`config.mk`:
```
export PLATFORM = sky130hd
export DESIGN_NAME = key_debounce
export DESIGN_NICKNAME = d
export VERILOG_FILES = /design/src/rtl/key_debounce.sv
export SDC_FILE = /design/constraint.sdc
export NUM_CORES = 1
export LEC_CHECK = 0
export ABC_AREA = 1
export CORE_MARGIN = 2
export CORE_UTILIZATION = 35
export CTS_CLUSTER_DIAMETER = 60
export DETAILED_ROUTE_END_ITERATION = 16
export HOLD_SLACK_MARGIN = 0.06
export MAX_ROUTING_LAYER = met4
export PLACE_DENSITY = 0.6
export SYNTH_ARGS = -nofsm -noshare
export SYNTH_HDL_FRONTEND = slang
export SYNTH_SLANG_ARGS = --single-unit
export TNS_END_PERCENT = 10
```
`constraint.sdc`:
```
create_clock -name clk -period 2.3 [get_ports clk]
set_input_delay 0.46 -clock clk [delete_from_list [all_inputs] [get_ports clk]]
set_output_delay 0.46 -clock clk [all_outputs]
set_load 0.005 [all_outputs]
```
`src/rtl/key_debounce.sv`:
```
// key_debounce: 2-flop synchronizer plus debounce FSM producing press/release pulses,
// a debounced level, and optional auto-repeat while the key is held.
module key_debounce #(
  parameter int unsigned DEBOUNCE_CYCLES = 1000000,
  parameter int unsigned REPEAT_DELAY    = 50000000,
  parameter int unsigned REPEAT_PERIOD   = 15000000,
  parameter bit          REPEAT_EN       = 1'b1,
  parameter bit          ACTIVE_LEVEL    = 1'b1
) (
  input  logic clk,
  input  logic rst_n,
  input  logic key_i,
  output logic press_o,
  output logic release_o,
  output logic key_level_o
);
  typedef enum logic [2:0] {IDLE, PRESS_WAIT, HELD, REPEAT, RELEASE_WAIT} state_e;
  localparam logic [31:0] DB_LAST  = 32'(DEBOUNCE_CYCLES - 1);
  localparam logic [31:0] DLY_LAST = 32'(REPEAT_DELAY - 1);
  localparam logic [31:0] PER_LAST = 32'(REPEAT_PERIOD - 1);
  logic [1:0] sync_q;
  logic key_s;
  state_e state_q, state_d;
  logic [31:0] cnt_q, cnt_d;
  logic press_q, press_d, release_q, release_d, level_q, level_d;
  logic db_done, dly_done, per_done;
  always_ff @(posedge clk or negedge rst_n) begin
    if (!rst_n) begin
      sync_q    <= {2{!ACTIVE_LEVEL}};
      state_q   <= IDLE;
      cnt_q     <= '0;
      press_q   <= 1'b0;
      release_q <= 1'b0;
      level_q   <= 1'b0;
    end else begin
      sync_q    <= {sync_q[0], key_i};
      state_q   <= state_d;
      cnt_q     <= cnt_d;
      press_q   <= press_d;
      release_q <= release_d;
      level_q   <= level_d;
    end
  end
  assign key_s    = (sync_q[1] == ACTIVE_LEVEL);
  assign db_done  = (cnt_q == DB_LAST);
  assign dly_done = (cnt_q == DLY_LAST);
  assign per_done = (cnt_q == PER_LAST);
  always_comb begin
    state_d = state_q;
    unique case (state_q)
      IDLE:         if (key_s) state_d = PRESS_WAIT;
      PRESS_WAIT:   state_d = !key_s ? IDLE : db_done ? HELD : PRESS_WAIT;
      HELD:         state_d = !key_s ? RELEASE_WAIT : (REPEAT_EN && dly_done) ? REPEAT : HELD;
      REPEAT:       if (!key_s) state_d = RELEASE_WAIT;
      RELEASE_WAIT: state_d = key_s ? HELD : db_done ? IDLE : RELEASE_WAIT;
      default:      state_d = IDLE;
    endcase
    // HELD with auto-repeat off parks the counter at its terminal value
    cnt_d = (state_d != state_q || state_q == IDLE) ? '0
          : (state_q == REPEAT && per_done)         ? '0
          : (state_q == HELD && dly_done)           ? cnt_q
          :                                           cnt_q + 32'd1;
  end
  always_comb begin
    press_d   = key_s && ((state_q == PRESS_WAIT && db_done) ||
                          (REPEAT_EN && state_q == HELD && dly_done) ||
                          (state_q == REPEAT && per_done));
    release_d = !key_s && state_q == RELEASE_WAIT && db_done;
    level_d   = state_d inside {HELD, REPEAT, RELEASE_WAIT};
  end
  assign press_o     = press_q;
  assign release_o   = release_q;
  assign key_level_o = level_q;
endmodule

```
==> results of run 1 <==
cells in the final DEF, fill, tap and decap left out, types with 2 or more instances in the layout:
cell type,instances
nand2_1,72
nor2_1,53
inv_1,43
dfrtp_1,40
nor2_2,37
nand3_1,22
xor2_1,21
nor3_1,14
nand4_1,9
o21ai_0,8
nand2_2,7
inv_2,6
clkbuf_8,6
nor4_1,4
clkdlybuf4s50_1,4
nor2_4,3
nor3_4,2
nand3_4,2
o31ai_1,2
xnor2_1,2
and3_1,2
clkinv_2,2
buf_12,2
routing by layer:
| layer | vias to the layer above | GRT usage [%] | wire [um] |
|---|---|---|---|
| li1 | 1147 | - | - |
| met1 | 1058 | 21.51 | 2911 |
| met2 | 51 | 26.41 | 2973 |
| met3 | 12 | 3.071 | 237 |
| met4 | 0 | 4.924 | 136 |
| met5 | - | - | 0 |
area by class of cell:
cell class	count	area (um2)
timing repair buffer	8	92.59
sequential	40	1001
inverter	49	183.9
clock buffer	6	82.58
tap	99	123.9
fill	760	4379
multi-input combinational	268	1458
clock inverter	2	10.01
sequential cells by signal, summed over array words and instances (netlist names):
signal,count
cnt_q,32
state_q,3
sync_q,2
key_level_o,1
press_o,1
release_o,1
Yosys cell counts (all sizes together) (2+ instances only):
library cell	instances
and3	2
nand2	79
nand4	9
nor3	17
o21ai	9
dfrtp	40
inv	49
nor4	5
buf	4
nor2	93
xnor2	2
nand3	24
o31ai	2
xor2	21
worst max-delay path by stage:
stage | cells past startpoint | slack, ns | to
final | 13 | 0.22 | cnt_q[23]
after global routing | 13 | 0.06 | cnt_q[23]
after CTS | 13 | 0.21 | cnt_q[24]
after detailed placement | 13 | 0.22 | cnt_q[24]
after global placement | 13 | 0.27 | cnt_q[24]
after floorplan | 11 | 0.57 | cnt_q[10]
logic make-up (layout without fill, tap and decap cells):
group / after synthesis / count (layout) / share of synthesized area [%]
simple gates: 231 / 231 / 43.40
flops: 40 / 40 / 37.30
fa+ha+maj: 1 / 1 / 0.4661
buf+inv: 53 / 65 / 8.391
xor+xnor: 23 / 23 / 7.506
compound gates: 13 / 13 / 2.937
critical path: stages (launching register included):
cell	delay (ns)
dfrtp_1	0.37
ha_1	0.19
inv_1	0.11
nor2_4	0.23
nand2_1	0.15
inv_2	0.10
nand3_1	0.10
nor2_1	0.20
nor2_1	0.06
nand2_1	0.08
nor2_2	0.05
nand3_4	0.10
buf_12	0.17
nor2_1	0.05
through the flow:
| stage | instances | instance area, um2 |
|---|---|---|
| 6_report | 472 | 2952 |
| 5_1_grt | 472 | 2952 |
| 4_1_cts | 472 | 2952 |
| 3_5_place_dp | 464 | 2859 |
| 3_3_place_gp | 464 | 2859 |
| 2_1_floorplan | 361 | 2684 |
power by group:
| part | internal (mW) | switching, mW | total, mW |
|---|---|---|---|
| Combinational | 0.262 | 0.460 | 0.722 |
| Clock | 0.240 | 0.255 | 0.494 |
| Sequential | 0.744 | 0.0522 | 0.796 |
| Total | 1.25 | 0.767 | 2.01 |
==> results.json, run 1 <==
{
  "fin_setup_tns_ns": 0,
  "htreeDepth": 2,
  "finalCritPeriodShare_pct": 90.58,
  "leakage_nw": 1.144,
  "cts_tree": "done",
  "grt_pass1_wl_um": 10870,
  "cts_setup_buffers": 0,
  "routed_wl_um": 6259,
  "power_density_nw_per_um2": 681.8,
  "end_kind": "flop",
  "rsz0062_at_grt": "no",
  "vias_per_cell": 4.805,
  "drt_iter0_markers": 103,
  "cts.sink_count": 40,
  "cap_viol_max_count": 0,
  "cp_data_required_time_ns": 2.49,
  "port_buffers": 5,
  "dp_hpwl_um": 5029,
  "maxSlewHeadroom_pct": 70.03,
  "worst_slack_ns": 0.2166,
  "max_slew.worst_pin.slew_ns": 0.4495,
  "core_area_um2": 7331,
  "post_synth_main_area_contributors": "dfrtp_1 (37%), nand2_1 (10%), nor2_2 (8.6%)",
  "synth-main-ff-cell": "dfrtp_1",
  "slew_viol_final": 0,
  "die_h_um": 91.57,
  "die_x_um": 91.57,
  "syn_inst": 361,
  "syn-num-nets": 365,
  "final_antenna_net_count": 0,
  "grt_usage_pct": 16.59,
  "antenna_found_initial": 0,
  "grt_pass1_vias": 2238,
  "cts_max_path_buffers": 2,
  "n_antenna_cell": 0,
  "cts_inserted_buffers": 5,
  "initial_core_util_pct": 36.61,
  "routabilityCongestion": 0.9865,
  "crit_arrival_ns": 2.28,
  "yosysTopAreaCell": "dfrtp_1",
  "root_buffer": "clkbuf_8",
  "critical_path_class": "reg -> reg",
  "ys_seq_elements": 40,
  "die_area_um2": 8384,
  "fin_worst_skew_ns": 0.003324,
  "synth_async_sr_flop_share_pct": 100.0,
  "clk_pin_slew_ns": 0.08,
  "holdWs_ns": 0.1021,
  "cts_hold_buf": 0,
  "rows": 31,
  "cp_max_fo": 16,
  "r2r_slack_ns": 0.22,
  "grt_overflow": 0,
  "worstSkewPairLatency_ns": 0.30,
  "fmax_ghz": 0.4800,
  "final-hold-violation-count": 0,
  "synth_top_area_share_pct": 37.30,
  "synth_warnings": 0,
  "critPathLaunchType": "flop",
  "drc": 0,
  "ff2ff_path_depth": 13,
  "irDropWorstVdd_v": 0.0003484,
  "synth_enable_flop_cells": 0,
  "wire_per_inst_um": 13.26,
  "grt_max_degree": 22,
  "syn_area_per_cell_um2": 7.434,
  "crit_start": "cnt_q[0]",
  "final_util_pct": 40.26,
  "first_pass_iters": 5,
  "r2r_start": "cnt_q[0]",
  "worstHoldPathType": "in -> async",
  "synthDistinctLibCells": 29,
  "drive_gt1_share_pct": 19.57,
  "setup_viol": 0,
  "dp_slack_ns": 0.2210,
  "area_growth_syn_to_layout_pct": 9.977,
  "nNetsFinal": 376,
  "status": "complete, no violations",
  "min_period_ns": 2.083,
  "totalPowerFinal_mw": 2.012,
  "vias": 2268,
  "synth_area_um2": 2684,
  "rr_endpoint": "cnt_q[23]",
  "yosysSeqAreaShare_pct": 37.30,
  "cts_resized": 0,
  "io_pins": 6
}
No activity file was read; power rests on OpenSTA's default activity.
==> inputs of run 2 (changes only) <==
SLEW_MARGIN = 10   (was unset)
clock period = 2.4 ns   (was 2.3 ns; I/O delays follow)
==> run 2 against run 1 <==
Net effect: highest routed layer unchanged; total power is 10% lower; count of clock-buffer cells in the layout stayed put; sequential share of layout area is 0.50 points higher; critical endpoint unchanged.
==> results.json, run 2 (same netlist as run 1, synthesis figures left out) <==
{
  "internal-power_mw": 1.109,
  "crit_chain": "ha_1, inv_1, nor2_4, nand2_1, inv_2, nand3_1, nor2_1, nor2_1, nand2_1, nor2_2, nand3_4, buf_12, nor2_1",
  "cp_common_cell": "nor2_1",
  "totalPowerFinal_mw": 1.811,
  "power_density_nw_per_um2": 622.6,
  "crit_buf_inv": 3,
  "crit_slowest_cell": "dfrtp_1",
  "die_h_um": 91.57,
  "port_buffers": 5,
  "routabilityCongestion": 0.9420,
  "drive_gt1_share_pct": 18.65,
  "rsz0062_at_grt": "no",
  "drc": 0,
  "clk_pin_slew_ns": 0.08,
  "cts_inserted_buffers": 5,
  "worstHoldPathType": "in -> async",
  "cts_resized": 0,
  "slowest_delay_ns": 0.37,
  "top_register": "cnt_q",
  "area_growth_syn_to_layout_pct": 8.392,
  "critical_path_class": "reg -> reg",
  "fin_setup_tns_ns": 0,
  "grt_overflow": 0,
  "io_pins": 6,
  "reg.largest.list": "cnt_q: 32 flops, state_q: 3 flops, sync_q: 2 flops",
  "worstSkewPairLatency_ns": 0.30,
  "p_comb_share_pct": 34.5,
  "r2r_start": "cnt_q[0]",
  "vias": 2223,
  "p_sw_share_pct": 38.77,
  "ff2ff_path_depth": 13,
  "status": "complete, no violations",
  "seqPwrFrac_pct": 42.2,
  "finalCritPeriodShare_pct": 87.60,
  "cts_max_path_buffers": 2,
  "cts_hold_buf": 0,
  "die_x_um": 91.57,
  "slew_viol_final": 0,
  "rows": 31,
  "layout_commonest_cell": "nand2_1",
  "cp_data_required_time_ns": 2.58,
  "rr_endpoint": "cnt_q[23]",
  "final_antenna_net_count": 0,
  "core_area_um2": 7331,
  "nNetsFinal": 374,
  "power_switching_mw": 0.7023,
  "die_area_um2": 8384,
  "r2r_slack_ns": 0.30,
  "critPathLaunchType": "flop",
  "clkPwrFrac_pct": 23.3,
  "antenna_found_initial": 0,
  "cp_max_fo": 32,
  "fin_worst_skew_ns": 0.008111,
  "setup_viol": 0,
  "crit_family": "simple AND/OR/NAND/NOR gates",
  "cts_setup_buffers": 0,
  "largest_register_ffs": 32,
  "grt_pass1_wl_um": 10680,
  "maxSlewHeadroom_pct": 42.49,
  "cp.depth": 13,
  "cts_tree": "done",
  "grt_usage_pct": 16.45,
  "first_pass_iters": 8,
  "final-hold-violation-count": 0,
  "htreeDepth": 2,
  "leakage_nw": 1.119,
  "end_kind": "flop",
  "vias_per_cell": 4.740,
  "crit_arrival_ns": 2.28,
  "grt_max_degree": 41,
  "initial_core_util_pct": 36.61,
  "drt_iter0_markers": 112,
  "seqCellArea_um2": 1001,
  "n_fill_cell": 760,
  "layout_common_cells": "nand2_1 (72), nor2_1 (53), inv_1 (43), dfrtp_1 (40), nor2_2 (37)",
  "wire_per_inst_um": 12.94,
  "root_buffer": "clkbuf_8",
  "max_slew.worst_pin.slew_ns": 0.8626,
  "fmax_ghz": 0.4756,
  "dp_hpwl_um": 4806,
  "cap_viol_max_count": 0,
  "routed_wl_um": 6071,
  "n_antenna_cell": 0,
  "grt_pass1_vias": 2163,
  "cts.sink_count": 40,
  "multi_input_area_um2": 1458,
  "min_period_ns": 2.102,
  "irDropWorstVdd_v": 0.0004521
}
-- run 2: cell types whose count changed in the layout (fill, tap and decap cells not counted), sizes merged --
| cell | previous run | this run |
|---|---|---|
| buf | 4 | 2 |
| clkinv | 2 | 1 |
-- run 2: layout make-up --
cell class                      count  share of cell area [%]
Clock inverter                      1                  0.1720
Tap cell                           99                   4.258
Timing Repair Buffer                6                   2.237
Multi-Input combinational cell    268                   50.11
Clock buffer                        6                   2.495
Sequential cell                    40                   34.41
Inverter                           49                   6.323
-- run 2: worst max-delay path by stage --
stage / startpoint / to / slack, ns
3_5_place_dp: cnt_q[0] / cnt_q[24] / 0.30
5_1_grt: cnt_q[0] / cnt_q[24] / 0.07
3_3_place_gp: cnt_q[0] / cnt_q[23] / 0.34
2_1_floorplan: cnt_q[0] / cnt_q[10] / 0.67
4_1_cts: cnt_q[0] / cnt_q[24] / 0.29
6_report: cnt_q[0] / cnt_q[23] / 0.30
-- run 2: worst register-to-register path, cell delays in order, from the launching register on --
cell	delay, ns
dfrtp_1	0.37
ha_1	0.20
inv_1	0.11
nor2_4	0.23
nand2_1	0.15
inv_2	0.10
nand3_1	0.09
nor2_1	0.17
nor2_1	0.06
nand2_1	0.08
nor2_2	0.05
nand3_4	0.07
buf_12	0.23
nor2_1	0.08
-- run 2: layer usage --
layer | vias up | GRT usage (%) | part of all wire [%]
met5 | - | - | 0
met4 | 0 | 3.914 | 1.6
met3 | 11 | 2.988 | 4.1
met2 | 44 | 26.29 | 47
met1 | 1020 | 21.65 | 47
li1 | 1148 | - | -
-- run 2: through the flow --
step	instance area (um2)	instances	util (%)	hold WS, ns	worst slack (ns)
6_report	2909	469	39.68	0.2979	0.2975
5_1_grt	2909	469	39.68	0.3689	0.06823
4_1_cts	2909	469	39.68	0.3437	0.2897
3_5_place_dp	2831	462	38.62	0.3347	0.3037
3_3_place_gp	2831	462	38.62	0.3349	0.3384
2_1_floorplan	2684	361	-	0.1844	0.6671
-- run 2: power groups by stage --
stage | Sequential [mW] | Combinational, mW | Clock [mW]
after floorplan | 0.760 | 0.540 | 0
after global routing | 0.771 | 0.707 | 0.473
after global placement | 0.776 | 0.626 | 0
after detailed placement | 0.777 | 0.630 | 0
after CTS | 0.764 | 0.632 | 0.437
final | 0.765 | 0.625 | 0.421
